**src/rtl/regfile_pkg.sv**
```systemverilog
// Shared register-file constants and the writeback request record.
package regfile_pkg;

    localparam int REG_ADDR_WIDTH = 5;
    localparam int REG_DATA_WIDTH = 32;
    localparam logic [REG_ADDR_WIDTH-1:0] REG_ZERO = 5'd0;

    // One writeback request as seen by the register-file write port.
    typedef struct packed {
        logic                      valid;
        logic [REG_ADDR_WIDTH-1:0] addr;
        logic [REG_DATA_WIDTH-1:0] data;
    } wb_req_t;

endpackage

```
**src/rtl/rr_arbiter.sv**
```systemverilog
// Combinational round-robin arbiter: grants the first requester after the
// pointer, wrapping modulo NUM_REQ. Holds no state so it can be reused for
// other shared ports.
module rr_arbiter #(
    parameter int NUM_REQ = 3,
    parameter int IDX_W   = $clog2(NUM_REQ)
) (
    input  logic [NUM_REQ-1:0] req,
    input  logic [IDX_W-1:0]   ptr,
    input  logic               enable,
    output logic [NUM_REQ-1:0] grant,
    output logic [IDX_W-1:0]   grant_idx,
    output logic               grant_valid
);

    int cand;

    // Search ptr+1, ptr+2, ... and take the first active request.
    always_comb begin
        grant       = '0;
        grant_idx   = '0;
        grant_valid = 1'b0;
        cand        = 0;
        for (int k = 1; k <= NUM_REQ; k++) begin
            cand = int'(ptr) + k;
            if (cand >= NUM_REQ) begin
                cand = cand - NUM_REQ;
            end
            if (enable && !grant_valid && req[cand[IDX_W-1:0]]) begin
                grant_valid                = 1'b1;
                grant[cand[IDX_W-1:0]]     = 1'b1;
                grant_idx                  = cand[IDX_W-1:0];
            end
        end
    end

endmodule

```
**src/rtl/regfile_wb_arbiter.sv**
```systemverilog
// Shares the register-file write port between NUM_REQ writeback sources with
// round-robin arbitration, a registered write stage, x0 absorption and a
// saturating contention counter.
//
// Handshake: a source presents reqValid/reqAddr/reqData and the transfer
// happens in the cycle where reqValid[i] && reqReady[i]; until then the
// source holds all three stable. Writes to x0 are accepted at once and
// dropped; non-x0 requests compete for one grant per cycle.
module regfile_wb_arbiter
    import regfile_pkg::*;
#(
    parameter int NUM_REQ    = 3,
    parameter int DATA_WIDTH = REG_DATA_WIDTH,
    parameter int ADDR_WIDTH = REG_ADDR_WIDTH,
    parameter int CNT_WIDTH  = 16
) (
    input  logic                          clock,
    input  logic                          resetN,
    input  logic [NUM_REQ-1:0]            reqValid,
    input  logic [NUM_REQ*ADDR_WIDTH-1:0] reqAddr,
    input  logic [NUM_REQ*DATA_WIDTH-1:0] reqData,
    output logic [NUM_REQ-1:0]            reqReady,
    input  logic                          wbStall,
    output logic                          regWrite,
    output logic [ADDR_WIDTH-1:0]         writeAddr,
    output logic [DATA_WIDTH-1:0]         writeData,
    output logic [CNT_WIDTH-1:0]          contentionCount,
    input  logic                          clearCount
);

    localparam int IDX_W = $clog2(NUM_REQ);

    logic [NUM_REQ-1:0] eligible;
    logic [NUM_REQ-1:0] absorb;
    logic [NUM_REQ-1:0] grant;
    logic [IDX_W-1:0]   grant_idx;
    logic               grant_valid;
    logic [IDX_W-1:0]   rr_ptr;
    logic               contended;

    // Split each request into "x0, absorb now" and "real write, arbitrate".
    always_comb begin
        eligible = '0;
        absorb   = '0;
        for (int i = 0; i < NUM_REQ; i++) begin
            if (reqAddr[i*ADDR_WIDTH +: ADDR_WIDTH] == ADDR_WIDTH'(REG_ZERO)) begin
                absorb[i] = reqValid[i];
            end else begin
                eligible[i] = reqValid[i];
            end
        end
    end

    assign contended = ($countones(eligible) >= 2);

    // A stall suppresses the grant entirely so the pointer cannot advance.
    rr_arbiter #(
        .NUM_REQ (NUM_REQ),
        .IDX_W   (IDX_W)
    ) u_rr_arbiter (
        .req         (eligible),
        .ptr         (rr_ptr),
        .enable      (!wbStall),
        .grant       (grant),
        .grant_idx   (grant_idx),
        .grant_valid (grant_valid)
    );

    assign reqReady = resetN ? (absorb | grant) : '0;

    // Register the winning write and move the pointer onto the winner.
    always_ff @(posedge clock or negedge resetN) begin
        if (!resetN) begin
            regWrite  <= 1'b0;
            writeAddr <= '0;
            writeData <= '0;
            rr_ptr    <= IDX_W'(NUM_REQ - 1);
        end else begin
            regWrite <= grant_valid;
            if (grant_valid) begin
                writeAddr <= reqAddr[grant_idx*ADDR_WIDTH +: ADDR_WIDTH];
                writeData <= reqData[grant_idx*DATA_WIDTH +: DATA_WIDTH];
                rr_ptr    <= grant_idx;
            end
        end
    end

    // Saturating count of cycles with two or more real writes waiting.
    always_ff @(posedge clock or negedge resetN) begin
        if (!resetN) begin
            contentionCount <= '0;
        end else if (clearCount) begin
            contentionCount <= '0;
        end else if (contended && (contentionCount != '1)) begin
            contentionCount <= contentionCount + CNT_WIDTH'(1);
        end
    end

endmodule

```
**config.mk**
```make
export PLATFORM = sky130hd
export DESIGN_NAME = regfile_wb_arbiter
export DESIGN_NICKNAME = d
export VERILOG_FILES = /design/src/rtl/regfile_pkg.sv /design/src/rtl/rr_arbiter.sv /design/src/rtl/regfile_wb_arbiter.sv
export SDC_FILE = /design/constraint.sdc
export NUM_CORES = 1
export LEC_CHECK = 0
export ABC_AREA = 1
export CAP_MARGIN = 10
export CORE_MARGIN = 2
export CORE_UTILIZATION = 41
export CTS_CLUSTER_DIAMETER = 100
export CTS_CLUSTER_SIZE = 40
export DETAILED_ROUTE_END_ITERATION = 7
export PLACE_DENSITY = 0.77
export SLEW_MARGIN = 20
export SYNTH_ARGS = -nofsm -noshare
export SYNTH_HDL_FRONTEND = slang
export SYNTH_SLANG_ARGS = --single-unit
```
**constraint.sdc**
```tcl
create_clock -name clock -period 4.5 [get_ports clock]
set_input_delay 0.675 -clock clock [delete_from_list [all_inputs] [get_ports clock]]
set_output_delay 0.675 -clock clock [all_outputs]
set_load 0.05 [all_outputs]
```
==> impl_metrics.yaml <==
finish:
  area_growth_pct: 45.0
  mostFrequentLayoutCell: "clkdlybuf4s50_1"
  diodes: 0
  final_cell_mix: "clkdlybuf4s50_1 (173), nand3_1 (126), inv_1 (108)"
  seq_area_um2: 1400
  drive_gt1_share_pct: 10.6
  layout.nets: 850
  num-fill-cells: 917
  multi_input_area_um2: 2010
sta:
  layout_worst_path_cycle_share_pct: 87.8
  tightest_slew_ns: 0.907
  drv_slew: 0
  rsz0062_at_grt: "false"
  skew_ns: 0.00734
  slew_headroom_pct: 39.4
  fin_setup_tns_ns: 0
  finalSetupViolCount: 0
  whs_ns: 0.510
  clock.fmax_mhz: 253
  min_period_ns: 3.95
  hold_viol: 0
worst_setup_path:
  rr_startpoint: "rr_ptr[0]$_DFFE_PN0P_"
  ff2ff_path_depth: 12
  end_kind: "output pin"
  r2r-end: "writeAddr[1]$_DFFE_PN0P_"
  rrSetupSlack_ns: 1.06
  worst_ep_arrival_time_ns: 3.27
  max_stage_delay_ns: 0.83
  critPathRequiredTime_ns: 3.83
  worst-path-max-fanout: 8
  cp_slowest_cell: "clkdlybuf4s50_1"
  cp_common_cell: "inv_1"
  crit_buf_inv: 4
  worstSetupStartpointType: "flop"
  path_class: "flop to output pin"
  crit_family: "buffers and inverters"
  crit_chain: "inv_1 > ha_1 > inv_1 > nand3_2 > nand3b_2 > nand3_2 > nand3_1 > inv_1 > nand2_1 > a41oi_1 > clkdlybuf4s50_1"
synth:
  synth_fa_ha_area_share_pct: 2.48
  synth_edf_count: 0
  yosys.area_share.simple_pct: 34.3
  mappedNetlistArea_um2: 4040
  synth_area_leaders: "dfrtp_1 (34%), nand3_1 (16%), inv_1 (10%)"
  ys.flop_type: "dfrtp_1"
  seq_area_frac_synth_pct: 34.7
  avgSynthCellArea_um2: 7.13
  ys_async_sr_fraction_pct: 100
  synth_top_family_by_area: "simple AND/OR/NAND/NOR gates"
  synth_compound_area_share_pct: 13.0
  synthMuxAreaShare_pct: 0
  yosysWarnings: 0
  synth_top_cell_by_area: "dfrtp_1"
  synth_top_area_share_pct: 34.0
  ys_types: 33
  synth_xor_area_share_pct: 0
  synth-seq-cells: 56
  synthCells: 567
  synth.net_count: 693
clock_tree:
  cts_sinks: 56
  postCtsSetupBuffers: 0
  cts_buffers: 5
  cts_max_level: 2
  cts-root-buf: "clkbuf_8"
  clk_pin_slew_ns: 0.11
  hold_buffers: 0
  clk_latency_ns: 0.32
  cts_tree: "built"
  cts_resized: 0
  clk_path_buf_depth: 2
route:
  routedWlPerCell_um: 15.0
  dr.pass1.iters: 5
  routed_via_density: 5.12
  dr_total_vias: 4391
  drcViolationCount: 0
  drt_wl_total_mm: 12.8
  ant_nets: 0
  drt_iter0_drc: 180
power_and_ir_drop:
  clkPwrFrac_pct: 6.7
  p_seq_share_pct: 18.2
  intPower_mw: 1.92
  switching_power_mw: 2.63
  p_leak_nw: 2.73
  sw_frac_of_total_pct: 57.8
  power_density_nw_per_um2: 776
  p_comb_share_pct: 75.2
  ir_drop_mv: 0.757
worst_hold_path:
  hp-start: "writeData[23]$_DFFE_PN0P_"
  hp-class: "flop to flop"
  whs_path_depth: 2
  holdPathEnd: "writeData[23]$_DFFE_PN0P_"
placed_design:
  dp_hpwl_mm: 9.62
  port-buffer-count: 174
  place.gp.congestion: 0.852
floorplanning:
  initial_utilization_pct: 41.8
  fp.dieArea_um2: 10700
  core_area_um2: 9680
  die_w_um: 103
  boundaryPins: 175
  fp-row-count: 36
  die_h_um: 103
grt:
  grt_pass1_wl_mm: 20.2
  grt_pass1_vias: 4160
  gr-total-overflow: 0
  antenna_found_initial: 0
  gr-usage-all-layers_pct: 24.3
  grt_max_degree: 57
status:
  status: "finished clean"
job:
  drv_cap: 0
per-stage QoR:
| stage | setup slack, ns | std cells | total power [mW] | utilization [%] | area, µm² |
|---|---|---|---|---|---|
| CTS | 0.560 | 858 | 4.58 | 60.6 | 5860 |
| finish | 0.551 | 858 | 4.55 | 60.6 | 5860 |
| global placement | 0.733 | 850 | 4.19 | 59.6 | 5770 |
| detailed placement | 0.736 | 850 | 4.27 | 59.6 | 5770 |
| global route | 0.291 | 858 | 4.91 | 60.6 | 5860 |
| floorplan | 1.32 | 567 | 3.50 | - | 4040 |
cells by family (layout without fill, tap and decap cells):
group	after synthesis	after routing
buf+inv	141	299
simple gates	282	282
flops	56	56
fa+ha+maj	8	8
compound gates	80	80
power groups by stage:
stage | Clock (mW) | Sequential (mW) | Combinational [mW]
after global placement | 0 | 0.834 | 3.36
after CTS | 0.312 | 0.828 | 3.44
after detailed placement | 0 | 0.839 | 3.43
after floorplan | 0 | 1.45 | 2.06
after global routing | 0.330 | 0.851 | 3.73
final | 0.303 | 0.827 | 3.42
how the worst max path moves through the flow:
stage / slack, ns / to / start / cells after the start
final: 0.55 / reqReady[1] / rr_ptr[0]$_DFFE_PN0P_ / 11
after global routing: 0.29 / reqReady[1] / rr_ptr[0]$_DFFE_PN0P_ / 11
after detailed placement: 0.74 / reqReady[1] / reqAddr[11] / 11
after floorplan: 1.32 / reqReady[1] / rr_ptr[1]$_DFFE_PN1P_ / 12
after global placement: 0.73 / reqReady[1] / reqAddr[11] / 11
after CTS: 0.56 / reqReady[1] / rr_ptr[0]$_DFFE_PN0P_ / 11
worst register-to-register path: stages, from the launching register on:
cell	delay, ns
dfrtp_1	0.48
inv_1	0.17
ha_1	0.52
inv_1	0.15
nand3_2	0.10
nand3b_2	0.12
nand3_2	0.15
nand4_2	0.58
nand2_4	0.49
inv_2	0.21
nand2_1	0.10
nand3_1	0.17
nand3_1	0.12
sequential cells by signal (all words and copies together), names as in the netlist:
name	count
contentionCount	16
regWrite	1
rr_ptr	2
writeAddr	5
writeData	32
metal layers:
layer  vias to the layer above  routed length (µm)  GRT usage (%)
li1                       2129                   -              -
met1                      2071                5390           32.2
met2                       160                6390           40.9
met3                        31                 765           3.29
met4                         0                 309           8.70
met5                         -                   0              0
synth_stat cells (2+ instances only):
cell type and instances:
nand3_1 126, inv_1 108, nand2_1 81, dfrtp_1 55, nor2_1 35, a21oi_1 31, a21oi_2 30, o21ai_0 14
buf_2 9, ha_1 8, nand3_2 8, nand4_1 7, nor2_2 7, buf_6 6, inv_2 6, buf_4 5
clkbuf_1 5, nand2_2 5, nor3_1 4, buf_8 2, nand2_4 2, nor2_4 2
layout make-up:
class / count / share of cell area, %
clock buffers: 5 / 1.17
clock inverters: 3 / 0.427
inverters: 114 / 7.30
multi-input cells: 370 / 34.4
flip-flops and latches: 56 / 23.9
well taps: 133 / 2.84
repair buffers: 177 / 30.0
No activity file was read; power rests on OpenSTA's default activity.
